<file path="src/rtl/rtc_bus_scheduler.sv">
// Sequences every RTC access on the shared A/D bus: arbitrates config write-backs
// against the periodic refresh read and walks each sequence's address list.
module rtc_bus_scheduler #(
    parameter int unsigned REFRESH_TICKS = 1000000,
    parameter int unsigned TIMEOUT_CYC   = 255,
    parameter int unsigned GAP_CYC       = 2
) (
    input  logic       clk,
    input  logic       reset,
    input  logic       req_wr_hora,
    input  logic       req_wr_fecha,
    input  logic       req_wr_timer,
    input  logic       in_flag_done,
    output logic [7:0] out_addr_ram_rtc,
    output logic [3:0] out_addr_mem_local,
    output logic       out_funcion_w_r,
    output logic       out_en_funcion_rtc,
    output logic       out_cmd_phase,
    output logic       busy,
    output logic       err_timeout
);

    localparam int unsigned RCW = (REFRESH_TICKS > 1) ? $clog2(REFRESH_TICKS) : 1;
    localparam int unsigned TCW = $clog2(TIMEOUT_CYC + 1);
    localparam int unsigned GCW = (GAP_CYC > 1) ? $clog2(GAP_CYC) : 1;

    localparam logic [RCW-1:0] REFRESH_LAST = RCW'(REFRESH_TICKS - 1);
    localparam logic [TCW-1:0] TIMEOUT_LAST = TCW'(TIMEOUT_CYC - 1);
    localparam logic [GCW-1:0] GAP_LAST     = GCW'(GAP_CYC - 1);

    typedef enum logic [1:0] {
        S_IDLE,
        S_ISSUE,
        S_WAIT,
        S_GAP
    } state_t;

    typedef enum logic [1:0] {
        SEQ_HORA,
        SEQ_FECHA,
        SEQ_TIMER,
        SEQ_REFRESH
    } seq_t;

    typedef struct packed {
        logic [7:0] addr;
        logic [3:0] mem;
        logic       wr;
        logic       cmd;
    } entry_t;

    // Address/index/direction of entry i within sequence s; write sequences end in a command.
    function automatic entry_t seq_entry(input seq_t s, input logic [3:0] i);
        entry_t e;
        e = '0;
        case (s)
            SEQ_HORA: begin
                e.wr = 1'b1;
                if (i < 4'd3) begin
                    e.addr = 8'h21 + {4'h0, i};
                    e.mem  = i;
                end else begin
                    e.addr = 8'hF1;
                    e.mem  = 4'hF;
                    e.cmd  = 1'b1;
                end
            end
            SEQ_FECHA: begin
                e.wr = 1'b1;
                if (i < 4'd4) begin
                    e.addr = 8'h24 + {4'h0, i};
                    e.mem  = 4'd3 + i;
                end else begin
                    e.addr = 8'hF1;
                    e.mem  = 4'hF;
                    e.cmd  = 1'b1;
                end
            end
            SEQ_TIMER: begin
                e.wr = 1'b1;
                if (i < 4'd3) begin
                    e.addr = 8'h41 + {4'h0, i};
                    e.mem  = 4'd7 + i;
                end else begin
                    e.addr = 8'hF2;
                    e.mem  = 4'hF;
                    e.cmd  = 1'b1;
                end
            end
            default: begin
                e.wr  = 1'b0;
                e.mem = i;
                if (i < 4'd7) begin
                    e.addr = 8'h21 + {4'h0, i};
                end else begin
                    e.addr = 8'h41 + {4'h0, i - 4'd7};
                end
            end
        endcase
        return e;
    endfunction

    function automatic logic seq_last(input seq_t s, input logic [3:0] i);
        case (s)
            SEQ_HORA:  return (i == 4'd3);
            SEQ_FECHA: return (i == 4'd4);
            SEQ_TIMER: return (i == 4'd3);
            default:   return (i == 4'd9);
        endcase
    endfunction

    state_t         state_q, state_d;
    seq_t           seq_q, seq_d;
    logic [3:0]     idx_q, idx_d;
    logic [RCW-1:0] refresh_cnt_q, refresh_cnt_d;
    logic [TCW-1:0] wait_cnt_q, wait_cnt_d;
    logic [GCW-1:0] gap_cnt_q, gap_cnt_d;
    logic           pend_hora_q, pend_hora_d;
    logic           pend_fecha_q, pend_fecha_d;
    logic           pend_timer_q, pend_timer_d;
    logic           pend_refresh_q, pend_refresh_d;
    logic           abort_q, abort_d;
    logic           en_q, en_d;
    logic           wr_q, wr_d;
    logic           cmd_q, cmd_d;
    logic [7:0]     addr_q, addr_d;
    logic [3:0]     mem_q, mem_d;
    logic           busy_q, busy_d;
    logic           err_q, err_d;

    logic           tick;
    logic           ld;
    seq_t           ld_seq;
    logic [3:0]     ld_idx;
    entry_t         nxt;
    logic           clr_hora, clr_fecha, clr_timer, clr_refresh;

    always_comb begin
        state_d     = state_q;
        seq_d       = seq_q;
        idx_d       = idx_q;
        wait_cnt_d  = wait_cnt_q;
        gap_cnt_d   = gap_cnt_q;
        abort_d     = abort_q;
        en_d        = en_q;
        wr_d        = wr_q;
        cmd_d       = cmd_q;
        addr_d      = addr_q;
        mem_d       = mem_q;
        busy_d      = busy_q;
        err_d       = err_q;
        ld          = 1'b0;
        ld_seq      = seq_q;
        ld_idx      = idx_q;
        clr_hora    = 1'b0;
        clr_fecha   = 1'b0;
        clr_timer   = 1'b0;
        clr_refresh = 1'b0;

        tick          = (refresh_cnt_q == REFRESH_LAST);
        refresh_cnt_d = tick ? '0 : refresh_cnt_q + 1'b1;

        unique case (state_q)
            S_IDLE: begin
                if (pend_hora_q) begin
                    ld = 1'b1; ld_seq = SEQ_HORA; clr_hora = 1'b1;
                end else if (pend_fecha_q) begin
                    ld = 1'b1; ld_seq = SEQ_FECHA; clr_fecha = 1'b1;
                end else if (pend_timer_q) begin
                    ld = 1'b1; ld_seq = SEQ_TIMER; clr_timer = 1'b1;
                end else if (pend_refresh_q) begin
                    ld = 1'b1; ld_seq = SEQ_REFRESH; clr_refresh = 1'b1;
                end
                if (ld) begin
                    ld_idx = '0;
                    busy_d = 1'b1;
                    err_d  = 1'b0;
                end
            end
            S_ISSUE, S_WAIT: begin
                if (in_flag_done) begin
                    en_d      = 1'b0;
                    cmd_d     = 1'b0;
                    gap_cnt_d = '0;
                    state_d   = S_GAP;
                end else if (state_q == S_WAIT && wait_cnt_q == TIMEOUT_LAST) begin
                    // Abort: the rest of this sequence is dropped, nothing is re-queued.
                    en_d      = 1'b0;
                    cmd_d     = 1'b0;
                    err_d     = 1'b1;
                    abort_d   = 1'b1;
                    gap_cnt_d = '0;
                    state_d   = S_GAP;
                end else begin
                    wait_cnt_d = wait_cnt_q + 1'b1;
                    state_d    = S_WAIT;
                end
            end
            S_GAP: begin
                if (gap_cnt_q == GAP_LAST) begin
                    if (abort_q || seq_last(seq_q, idx_q)) begin
                        state_d = S_IDLE;
                        busy_d  = 1'b0;
                        abort_d = 1'b0;
                    end else begin
                        ld     = 1'b1;
                        ld_seq = seq_q;
                        ld_idx = idx_q + 1'b1;
                    end
                end else begin
                    gap_cnt_d = gap_cnt_q + 1'b1;
                end
            end
            default: state_d = S_IDLE;
        endcase

        nxt = seq_entry(ld_seq, ld_idx);
        if (ld) begin
            state_d    = S_ISSUE;
            seq_d      = ld_seq;
            idx_d      = ld_idx;
            wait_cnt_d = '0;
            en_d       = 1'b1;
            addr_d     = nxt.addr;
            mem_d      = nxt.mem;
            wr_d       = nxt.wr;
            cmd_d      = nxt.cmd;
        end

        // A request landing on the same edge its flag is consumed stays pending.
        pend_hora_d    = (pend_hora_q & ~clr_hora) | req_wr_hora;
        pend_fecha_d   = (pend_fecha_q & ~clr_fecha) | req_wr_fecha;
        pend_timer_d   = (pend_timer_q & ~clr_timer) | req_wr_timer;
        pend_refresh_d = (pend_refresh_q & ~clr_refresh) | tick;
    end

    always_ff @(posedge clk or posedge reset) begin
        if (reset) begin
            state_q        <= S_IDLE;
            seq_q          <= SEQ_HORA;
            idx_q          <= '0;
            refresh_cnt_q  <= '0;
            wait_cnt_q     <= '0;
            gap_cnt_q      <= '0;
            pend_hora_q    <= 1'b0;
            pend_fecha_q   <= 1'b0;
            pend_timer_q   <= 1'b0;
            pend_refresh_q <= 1'b0;
            abort_q        <= 1'b0;
            en_q           <= 1'b0;
            wr_q           <= 1'b0;
            cmd_q          <= 1'b0;
            addr_q         <= 8'h00;
            mem_q          <= 4'h0;
            busy_q         <= 1'b0;
            err_q          <= 1'b0;
        end else begin
            state_q        <= state_d;
            seq_q          <= seq_d;
            idx_q          <= idx_d;
            refresh_cnt_q  <= refresh_cnt_d;
            wait_cnt_q     <= wait_cnt_d;
            gap_cnt_q      <= gap_cnt_d;
            pend_hora_q    <= pend_hora_d;
            pend_fecha_q   <= pend_fecha_d;
            pend_timer_q   <= pend_timer_d;
            pend_refresh_q <= pend_refresh_d;
            abort_q        <= abort_d;
            en_q           <= en_d;
            wr_q           <= wr_d;
            cmd_q          <= cmd_d;
            addr_q         <= addr_d;
            mem_q          <= mem_d;
            busy_q         <= busy_d;
            err_q          <= err_d;
        end
    end

    assign out_addr_ram_rtc   = addr_q;
    assign out_addr_mem_local = mem_q;
    assign out_funcion_w_r    = wr_q;
    assign out_en_funcion_rtc = en_q;
    assign out_cmd_phase      = cmd_q;
    assign busy               = busy_q;
    assign err_timeout        = err_q;

endmodule

</file>
<file path="config.mk">
export PLATFORM = sky130hd
export DESIGN_NAME = rtc_bus_scheduler
export DESIGN_NICKNAME = d
export VERILOG_FILES = /design/src/rtl/rtc_bus_scheduler.sv
export SDC_FILE = /design/constraint.sdc
export NUM_CORES = 1
export LEC_CHECK = 0
export BUFFER_PORTS_ARGS = -buffer_cell sky130_fd_sc_hd__buf_2
export CORE_MARGIN = 2
export CORE_UTILIZATION = 60
export CTS_BUF_LIST = sky130_fd_sc_hd__clkbuf_8
export DETAILED_ROUTE_END_ITERATION = 7
export PLACE_DENSITY = 0.79
export SLEW_MARGIN = 20
export SYNTH_ARGS = -nofsm -noshare
export SYNTH_HDL_FRONTEND = slang
export SYNTH_SLANG_ARGS = --single-unit
</file>
<file path="constraint.sdc">
create_clock -name clk -period 4.2 [get_ports clk]
set_input_delay 0.21 -clock clk [delete_from_list [all_inputs] [get_ports clk]]
set_output_delay 0.21 -clock clk [all_outputs]
set_load 0.03 [all_outputs]
</file>
After elaboration in Yosys (flattened, before gate mapping)
Cells that the tools add are included.
{"block": "totals", "reg_bits": 59, "out_inout_bits": 17, "elab_cells": 155}
{"block": "op_classes", "add_sub_neg": 11, "order_cmp": 3, "eq_ne": 22, "muxes": 68, "n_bitwise": 12, "reduce_logical": 21}
{"op": "$mux 8", "n": 5}
{"op": "$pmux 13 s3", "n": 1}
{"op": "$mux 1", "n": 38}
{"op": "$mux 12", "n": 3}
{"op": "$add 20x1->20 const B", "n": 1}
{"op": "$eq 20x20->1 const B", "n": 1}
{"op": "$mux 20", "n": 1}
{"op": "$add 7x4->8 const A", "n": 2}
{"op": "$mux 2", "n": 8}
{"op": "$add 6x4->7 const A", "n": 2}
{"op": "$pmux 1 s2", "n": 7}
{"op": "$mux 4", "n": 3}
{"op": "$ne 2x2->1 const B", "n": 6}
{"op": "$ne 3x3->1 const B", "n": 3}
{"op": "$add 8x1->8 const B", "n": 1}
{"op": "$eq 2x2->1 const B", "n": 4}
{"op": "$eq 8x8->1 const B", "n": 1}
{"op": "$lt 4x3->1 const B", "n": 2}
{"op": "$pmux 4 s2", "n": 1}
{"op": "$reduce_and 4->1", "n": 2}
{"op": "$reduce_bool 2->1", "n": 4}
{"op": "$eq 2x1->1 const B", "n": 3}
{"op": "$logic_not 2->1", "n": 3}
{"op": "$reduce_and 3->1", "n": 2}
{"op": "other kinds (20)", "n": 33}

Longest topological paths before layout
Gate-level depths: netlist of run 1.
{"block": "depth", "ltp_word": 13, "mapped_depth": 16, "mapped_depth_nobuf": 14}

Least setup slack after synthesis of run 1
No wires, ideal clock.
{"block": "synth_path", "kind": "reg2reg", "from": "reg state_q[1]", "to": "reg addr_q[4], in the netlist out_addr_ram_rtc[4]", "t_arrival_ns": 2.974, "slack_ns": 1.160, "path_stages_with_launch": 17, "synth_period_minus_slack_ns": 3.040, "cell_sequence": "dfrtp_1 -> inv_1 -> ha_1 -> buf_2 -> or3b_1 -> o21ai_1 -> nand2_1 -> and3_1 -> buf_4 -> inv_2 -> ha_1 -> nand2_1 -> o211ai_1 -> nand2_1 -> or3_1 -> o2111ai_1 -> o21a_1"}
{"block": "synth_via", "elab_chain_cells": 6, "word_cells_on_any_way": 21, "cone_classes": "add/sub: 5; order compare: 3; eq/ne: 3; mux: 8; reduce/logical: 2"}
{"element": "start, declared", "line_no": "112", "text": "state_t state_q, state_d;"}
{"element": "start signal, assigned", "line_no": "258", "text": "state_q <= state_d;"}
{"element": "$eq 2x2->1 or $logic_not 2->1 (tied branches)", "line_no": "163", "text": "unique case (state_q)"}
{"element": "$pmux 4 s2 (*)", "line_no": "163"}
{"element": "named net ld_idx[0]", "line_no": "134", "text": "logic [3:0] ld_idx;"}
{"element": "$sub 4x3->4", "line_no": "96", "text": "e.addr = 8'h41 + {4'h0, i - 4'd7};"}
{"element": "$add 7x4->8", "line_no": "96"}
{"element": "$mux 8", "line_no": "93", "text": "if (i < 4'd7) begin"}
{"element": "$pmux 13 s3 (*)", "line_no": "56", "text": "case (s)"}
{"element": "end signal, assigned", "line_no": "272", "text": "addr_q <= addr_d;"}
{"element": "end, declared", "line_no": "126", "text": "logic [7:0] addr_q, addr_d;"}
Mark *: on every way through the listed nets, which the timed path passes. The rest lies on a longest branch.
A chain may end at the register's enable or synchronous reset.

Worst setup path in the final report of run 1
Ends and elaborated chain as after synthesis.

==> flow_metrics.env, run 1 <==
export IMPL_cts_tree="built"
export IMPL_num_io_pins=23
export IMPL_cts_inserted_buffers=9
export IMPL_ys_ff_latch=59
export IMPL_dp_cells=455
export IMPL_crit_start="state_q[1]"
export IMPL_cpMostUsedCell="nand2_1"
export IMPL_syn_to_final_growth_pct=11.1
export IMPL_fin_worst_skew_ns=0.00599
export IMPL_fmax_ghz=0.284
export IMPL_final_antenna_net_count=0
export IMPL_setup_worst_path_class="flop to flop"
export IMPL_clockBufferDepth=2
export IMPL_coreArea_mm2=0.00544
export IMPL_tns_ns=0
export IMPL_drive_gt1_share_pct=13.1
export IMPL_clock_sinks=59
export IMPL_synth_edff_count=0
export IMPL_status="finished, final reports clean"
export IMPL_hold_path_class="input port to flop"
export IMPL_tightest_slew_ns=0.948
export IMPL_synth_cell_types=56
export IMPL_rrSetupSlack_ns=0.68
export IMPL_dp_worst_setup_slack_ns=0.757
export IMPL_p_leak_nw=1.68
export IMPL_max_vdd_ir_drop_uv=316
export IMPL_setup_viol=0
export IMPL_synth_nets=388
export IMPL_ctsRootBufferMaster="clkbuf_8"
export IMPL_drtIter0Drc=227
export IMPL_rsz0062_at_grt="false"
export IMPL_nets=415
export IMPL_end_kind="flop"
export IMPL_rows=27
export IMPL_grt_start_max_net_pins=60
export IMPL_hold_buffers=0
export IMPL_finalMaxSlewViolations=0
export IMPL_max_stage_delay_ns=0.45
export IMPL_period_needed_ns=3.52
export IMPL_grt_pass1_vias=2688
export IMPL_via_per_inst=5.87
export IMPL_power_density_mw_per_mm2=648
export IMPL_drc=0
export IMPL_yosysSeqAreaShare_pct=44.1
export IMPL_crit_chain="inv_1 > ha_1 > or3b_1 > o21ai_1 > nand2_1 > and3_1 > inv_2 > ha_1 > nand2_1 > o211ai_1 > nand2_1 > or3_1 > o2111ai_1 > o21a_1"
export IMPL_via_count=2761
export IMPL_wl_per_cell_um=15.5
export IMPL_finalHoldViolCount=0
export IMPL_synth_area_mm2=0.00335
export IMPL_htree_levels=3
export IMPL_hpwl_mm=5.09
export IMPL_crit_fanout=8
export IMPL_maxCapViolations=0
export IMPL_wirelength_mm=7.30
export IMPL_antenna_found_initial=0
export IMPL_diodes=0
export IMPL_clk_pin_slew_ns=0.07
export IMPL_maxSlewHeadroom_pct=36.8
export IMPL_reg2reg_depth=14
export IMPL_setup_worst_path_end="out_addr_ram_rtc[4]"
export IMPL_grt_pass1_wl_mm=12.7
export IMPL_setup_worst_path_start_class="flop"
export IMPL_synth_area_top_cells="dfrtp_1, nand2_1, ha_1, xnor2_1, o21ai_0"
export IMPL_cts_resized=0
export IMPL_fin_crit_sh_pct=83.9
export IMPL_first_pass_iters=5
export IMPL_grt_overflow=0
export IMPL_yosys_most_used_dff="dfrtp_1"
export IMPL_post_cts_setup_buffer_count=0
export IMPL_worstSkewPairLatency_ns=0.34
export IMPL_r2r_start="state_q[1]"
export IMPL_crit_path_top_delay_cell="or3b_1"
export IMPL_die_h_um=78.7
export IMPL_critPathArrivalTime_ns=3.80
export IMPL_synthArstFlopShare_pct=100
export IMPL_required_ns=4.47
export IMPL_start_util_pct=61.6
export IMPL_synth_warnings=0
export IMPL_setup_slack_ns=0.677
export IMPL_gr_usage_all_layers_pct=26.3
export IMPL_die_area_mm2=0.00619
export IMPL_stdcell_count=470
export IMPL_place_congestion=0.891
export IMPL_synth_top_area_cell="dfrtp_1"
export IMPL_r2r_end="out_addr_ram_rtc[4]"
export IMPL_syn_avg_cell_area_um2=9.12
export IMPL_synth_cells=367
export IMPL_fp_dieW_um=78.7
export IMPL_synth_top_cell_area_share_pct=44.1
export IMPL_port_buffers=22
[power by group]
group / internal [mW] / switching (mW)
Sequential: 0.695 / 0.108
Clock: 0.266 / 0.226
Combinational: 0.378 / 0.738
[how the worst min path moves through the flow]
stage,startpoint,end,cells after the start
6_report,req_wr_timer,pend_timer_q,2
4_1_cts,req_wr_timer,pend_timer_q,2
3_3_place_gp,req_wr_hora,pend_hora_q,2
3_5_place_dp,req_wr_timer,pend_timer_q,2
2_1_floorplan,req_wr_hora,pend_hora_q,1
5_1_grt,req_wr_timer,pend_timer_q,2
[Yosys cell counts, types with 3 or more instances]
cell type	n
a21o_1	9
a21oi_1	16
and2_1	3
and3_1	4
clkbuf_1	8
dfrtp_1	59
ha_1	15
inv_1	9
nand2_1	51
nand2b_1	4
nand3_1	20
nand4_1	6
nor2_1	38
nor2b_1	3
nor3_1	6
o21a_1	3
o21ai_0	30
o21ai_1	5
or3_1	3
xnor2_1	20
xor2_1	11
[routing by layer]
metal	vias up	GRT usage, %	wire, µm
met1	1313	33.8	3140
met3	11	4.32	396
met2	92	44.4	3680
li1	1345	-	-
met4	0	10.9	78
met5	-	0	0
[area by class of cell]
cell class | count | area [µm²]
Sequential cell | 59 | 1480
Multi-Input combinational cell | 286 | 1780
Clock inverter | 6 | 58.8
Inverter | 12 | 50.0
Timing Repair Buffer | 26 | 140
Tap cell | 72 | 90.1
Clock buffer | 9 | 124
Fill cell | 436 | 1720
[registers in the layout, summed over array words and instances, names as in the netlist, 2 cells and up]
register,cells
idx_q,4
out_addr_mem_local,4
out_addr_ram_rtc,8
refresh_cnt_q,20
seq_q,2
state_q,2
wait_cnt_q,8
[cell usage in the layout, fill, tap and decap left out, types with 2 or more instances in the layout]
cell type	instances
dfrtp_1	59
nand2_1	51
nor2_1	38
o21ai_0	30
buf_2	22
nand3_1	20
xnor2_1	20
a21oi_1	16
ha_1	15
xor2_1	11
inv_1	9
a21o_1	9
clkbuf_8	9
nor3_1	6
nand4_1	6
o21ai_1	5
nand2b_1	4
and3_1	4
buf_4	4
nor2b_1	3
and2_1	3
o21a_1	3
inv_2	3
or3_1	3
or2_1	2
o21ai_4	2
o211ai_1	2
a31oi_1	2
o221ai_1	2
nor4b_1	2
nor4_1	2
a221oi_1	2
clkinv_2	2
clkinvlp_4	2
[stage by stage]
stage                     util [%]  hold slack (ns)  power [mW]  instance area [µm²]
after floorplan                  -            0.302        1.64                 3350
after global placement        65.0            0.389        1.90                 3540
after detailed placement      65.0            0.393        1.91                 3540
after CTS                     68.4           0.0395        2.41                 3720
after global routing          68.4           0.0531        2.59                 3720
final                         68.4           0.0481        2.41                 3720
[logic make-up (layout without fill, tap and decap cells)]
logic type                 count (synthesis)  in the layout  share of synthesized area, %
AOI/OAI and AO/OA                         87             87                          17.0
xor gates and xnor gates                  31             31                          8.11
adders and majority gates                 15             15                          5.61
buffers and inverters                     22             53                          2.77
DFF                                       59             59                          44.1
muxes                                      1              1                         0.299
and+or+nand+nor                          152            152                          22.2
[worst max-delay path: cells and delay by family, from the launching register on]
kind                     cells  cell delay, ns
flip-flops                   1            0.42
AO/OA/AOI/OAI                4            0.81
AND/OR/NAND/NOR              6            1.36
buffers and inverters        2            0.28
adder cells (fa/ha/maj)      2            0.59
(Power assumes the default switching activity.)
==> run 2: changes to the inputs <==
CORE_UTILIZATION = 57   (was 60)
clock period = 3.15 ns   (was 4.2 ns; I/O delays follow)
==> run 2 against run 1 <==
- clock skew is essentially flat
- utilization grew 0.77 points
- maximum frequency grew 19%
- count of clock-buffer cells in the layout is the same
==> flow_metrics.env, run 2 (synthesis results as in run 1) <==
export IMPL_status="finished, final reports clean"
export IMPL_via_per_inst=5.85
export IMPL_die_area_mm2=0.00650
export IMPL_drc=0
export IMPL_hold_path_class="input port to flop"
export IMPL_wl_per_cell_um=15.1
export IMPL_multi_input_area_mm2=0.00180
export IMPL_grt_start_max_net_pins=37
export IMPL_rsz0062_at_grt="true"
export IMPL_wirelength_mm=7.31
export IMPL_final_util_pct=69.1
export IMPL_start_util_pct=60.1
export IMPL_worstSkewPairLatency_ns=0.34
export IMPL_top_register="refresh_cnt_q"
export IMPL_crit_chain="inv_1 > ha_1 > or3b_4 > o21a_1 > nand2_1 > o21ai_4 > inv_6 > ha_1 > nand2_1 > o211ai_1 > nand2_1 > or3_1 > o2111ai_1 > o21a_1"
export IMPL_layout_commonest_cell="dfrtp_1"
export IMPL_cts_tree="built"
export IMPL_maxSlewHeadroom_pct=60.3
export IMPL_crit_start="state_q[0]"
export IMPL_final_antenna_net_count=0
export IMPL_first_pass_iters=5
export IMPL_power_switching_mw=1.46
export IMPL_coreArea_mm2=0.00557
export IMPL_die_h_um=80.6
export IMPL_hpwl_mm=5.17
export IMPL_num_io_pins=23
export IMPL_rows=27
export IMPL_grt_overflow=0
export IMPL_ff_latch_area_mm2=0.00148
export IMPL_p_leak_nw=1.76
export IMPL_hold_slack_ns=0.0209
export IMPL_grt_pass1_vias=2772
export IMPL_setup_worst_path_class="flop to flop"
export IMPL_end_kind="flop"
export IMPL_antenna_found_initial=0
export IMPL_clockBufferDepth=2
export IMPL_combPwrFrac_pct=47.7
export IMPL_required_ns=3.42
export IMPL_htree_levels=3
export IMPL_pwr_share_seq_pct=32.0
export IMPL_hold_start="req_wr_fecha"
export IMPL_maxCapViolations=0
export IMPL_clk_pin_slew_ns=0.07
export IMPL_place_area_mm2=0.00362
export IMPL_rrSetupSlack_ns=0.20
export IMPL_largest_register_ffs=20
export IMPL_clock_power_share_pct=20.2
export IMPL_crit_path_top_delay_cell="or3b_4"
export IMPL_drive_gt1_share_pct=17.4
export IMPL_nets=429
export IMPL_fin_worst_skew_ns=0.00554
export IMPL_syn_to_final_growth_pct=15.1
export IMPL_layout_common_cells="dfrtp_1, nand2_1, nor2_1, o21ai_0, buf_2"
export IMPL_setup_worst_path_start_class="flop"
export IMPL_clock_sinks=59
export IMPL_crit_fanout=8
export IMPL_swShare_pct=43.7
export IMPL_fp_dieW_um=80.6
export IMPL_cpMostUsedCell="nand2_1"
export IMPL_max_stage_delay_ns=0.41
export IMPL_fin_crit_sh_pct=93.7
export IMPL_critPathArrivalTime_ns=3.22
export IMPL_period_needed_ns=2.95
export IMPL_drtIter0Drc=192
export IMPL_fmax_ghz=0.339
export IMPL_place_congestion=0.979
export IMPL_setup_viol=0
export IMPL_n_fill_cell=454
export IMPL_via_count=2838
export IMPL_r2r_start="state_q[0]"
export IMPL_port_buffers=22
export IMPL_design_area_mm2=0.00385
export IMPL_met1_usage_pct=35.5
export IMPL_gr_usage_all_layers_pct=25.5
export IMPL_power_density_mw_per_mm2=865
export IMPL_diodes=0
export IMPL_grt_use_met3_pct=5.17
export IMPL_grt_pass1_wl_mm=12.7
export IMPL_max_vdd_ir_drop_uv=724
export IMPL_tightest_slew_ns=0.595
export IMPL_p_int_mw=1.88
export IMPL_finalHoldViolCount=0
export IMPL_ctsRootBufferMaster="clkbuf_8"
export IMPL_busiest_layer="met2"
export IMPL_use_met2_pct=39.5
export IMPL_finalMaxSlewViolations=0
export IMPL_cts_inserted_buffers=9
run 2: cell count changes in the layout (fill, tap and decap cells not counted), sizes merged:
cell	before	now
dlygate4sd3	0	1
buf	26	39
clkinv	2	1
inv	13	15
run 2: cell type report:
| cell class | instances | share of cell area, % |
|---|---|---|
| multi-input combinational | 286 | 46.6 |
| timing repair buffer | 40 | 6.43 |
| tap | 72 | 2.34 |
| inverter | 12 | 1.30 |
| sequential | 59 | 38.3 |
| clock inverter | 7 | 1.82 |
| clock buffer | 9 | 3.21 |
run 2: routing by layer:
metal,wire [µm],part of all wire (%)
met1,3530,48
met2,3320,45
met3,368,5.0
met4,87,1.2
met5,0,0
run 2: through the flow:
stage / TNS [ns] / std cells / setup slack (ns) / total power, mW
floorplan: 0 / 367 / 0.110 / 2.19
global placement: 0 / 466 / 0.274 / 2.58
detailed placement: 0 / 466 / 0.214 / 2.62
CTS: 0 / 483 / 0.169 / 3.31
global route: -0.00484 / 485 / -0.00484 / 3.59
finish: 0 / 485 / 0.197 / 3.33
run 2: final timing paths:
path                                  endpoint  cells after the start
hold / removal                    pend_fecha_q                      2
setup / recovery           out_addr_ram_rtc[4]                     14
hold reg to reg            out_addr_ram_rtc[5]                      2
max in group asynchronous  out_addr_ram_rtc[5]                      4
setup reg to reg           out_addr_ram_rtc[4]                     14
min in group asynchronous    refresh_cnt_q[10]                      3
run 2: power groups by stage:
| stage | Combinational [mW] | Sequential (mW) | Clock (mW) |
|---|---|---|---|
| floorplan | 0.952 | 1.24 | 0 |
| global placement | 1.51 | 1.07 | 0 |
| detailed placement | 1.54 | 1.08 | 0 |
| CTS | 1.56 | 1.07 | 0.687 |
| global route | 1.77 | 1.09 | 0.727 |
| finish | 1.59 | 1.07 | 0.675 |
run 2: repair_timing:
item / 4_1_cts / 5_1_grt
resized for setup: 0 / 7
endpoints found under the setup margin: 0 / 7
endpoints found under the hold margin: 23 / 0
hold buffers: 1 / 0
buffers inserted: 0 / 2
run 2: critical path: cells and delay by family, from the launching register on:
family | cells | cell delay, ns
simple gates | 5 | 1.04
fa+ha+maj | 2 | 0.33
flops | 1 | 0.39
buf+inv | 2 | 0.23
compound gates | 5 | 0.89
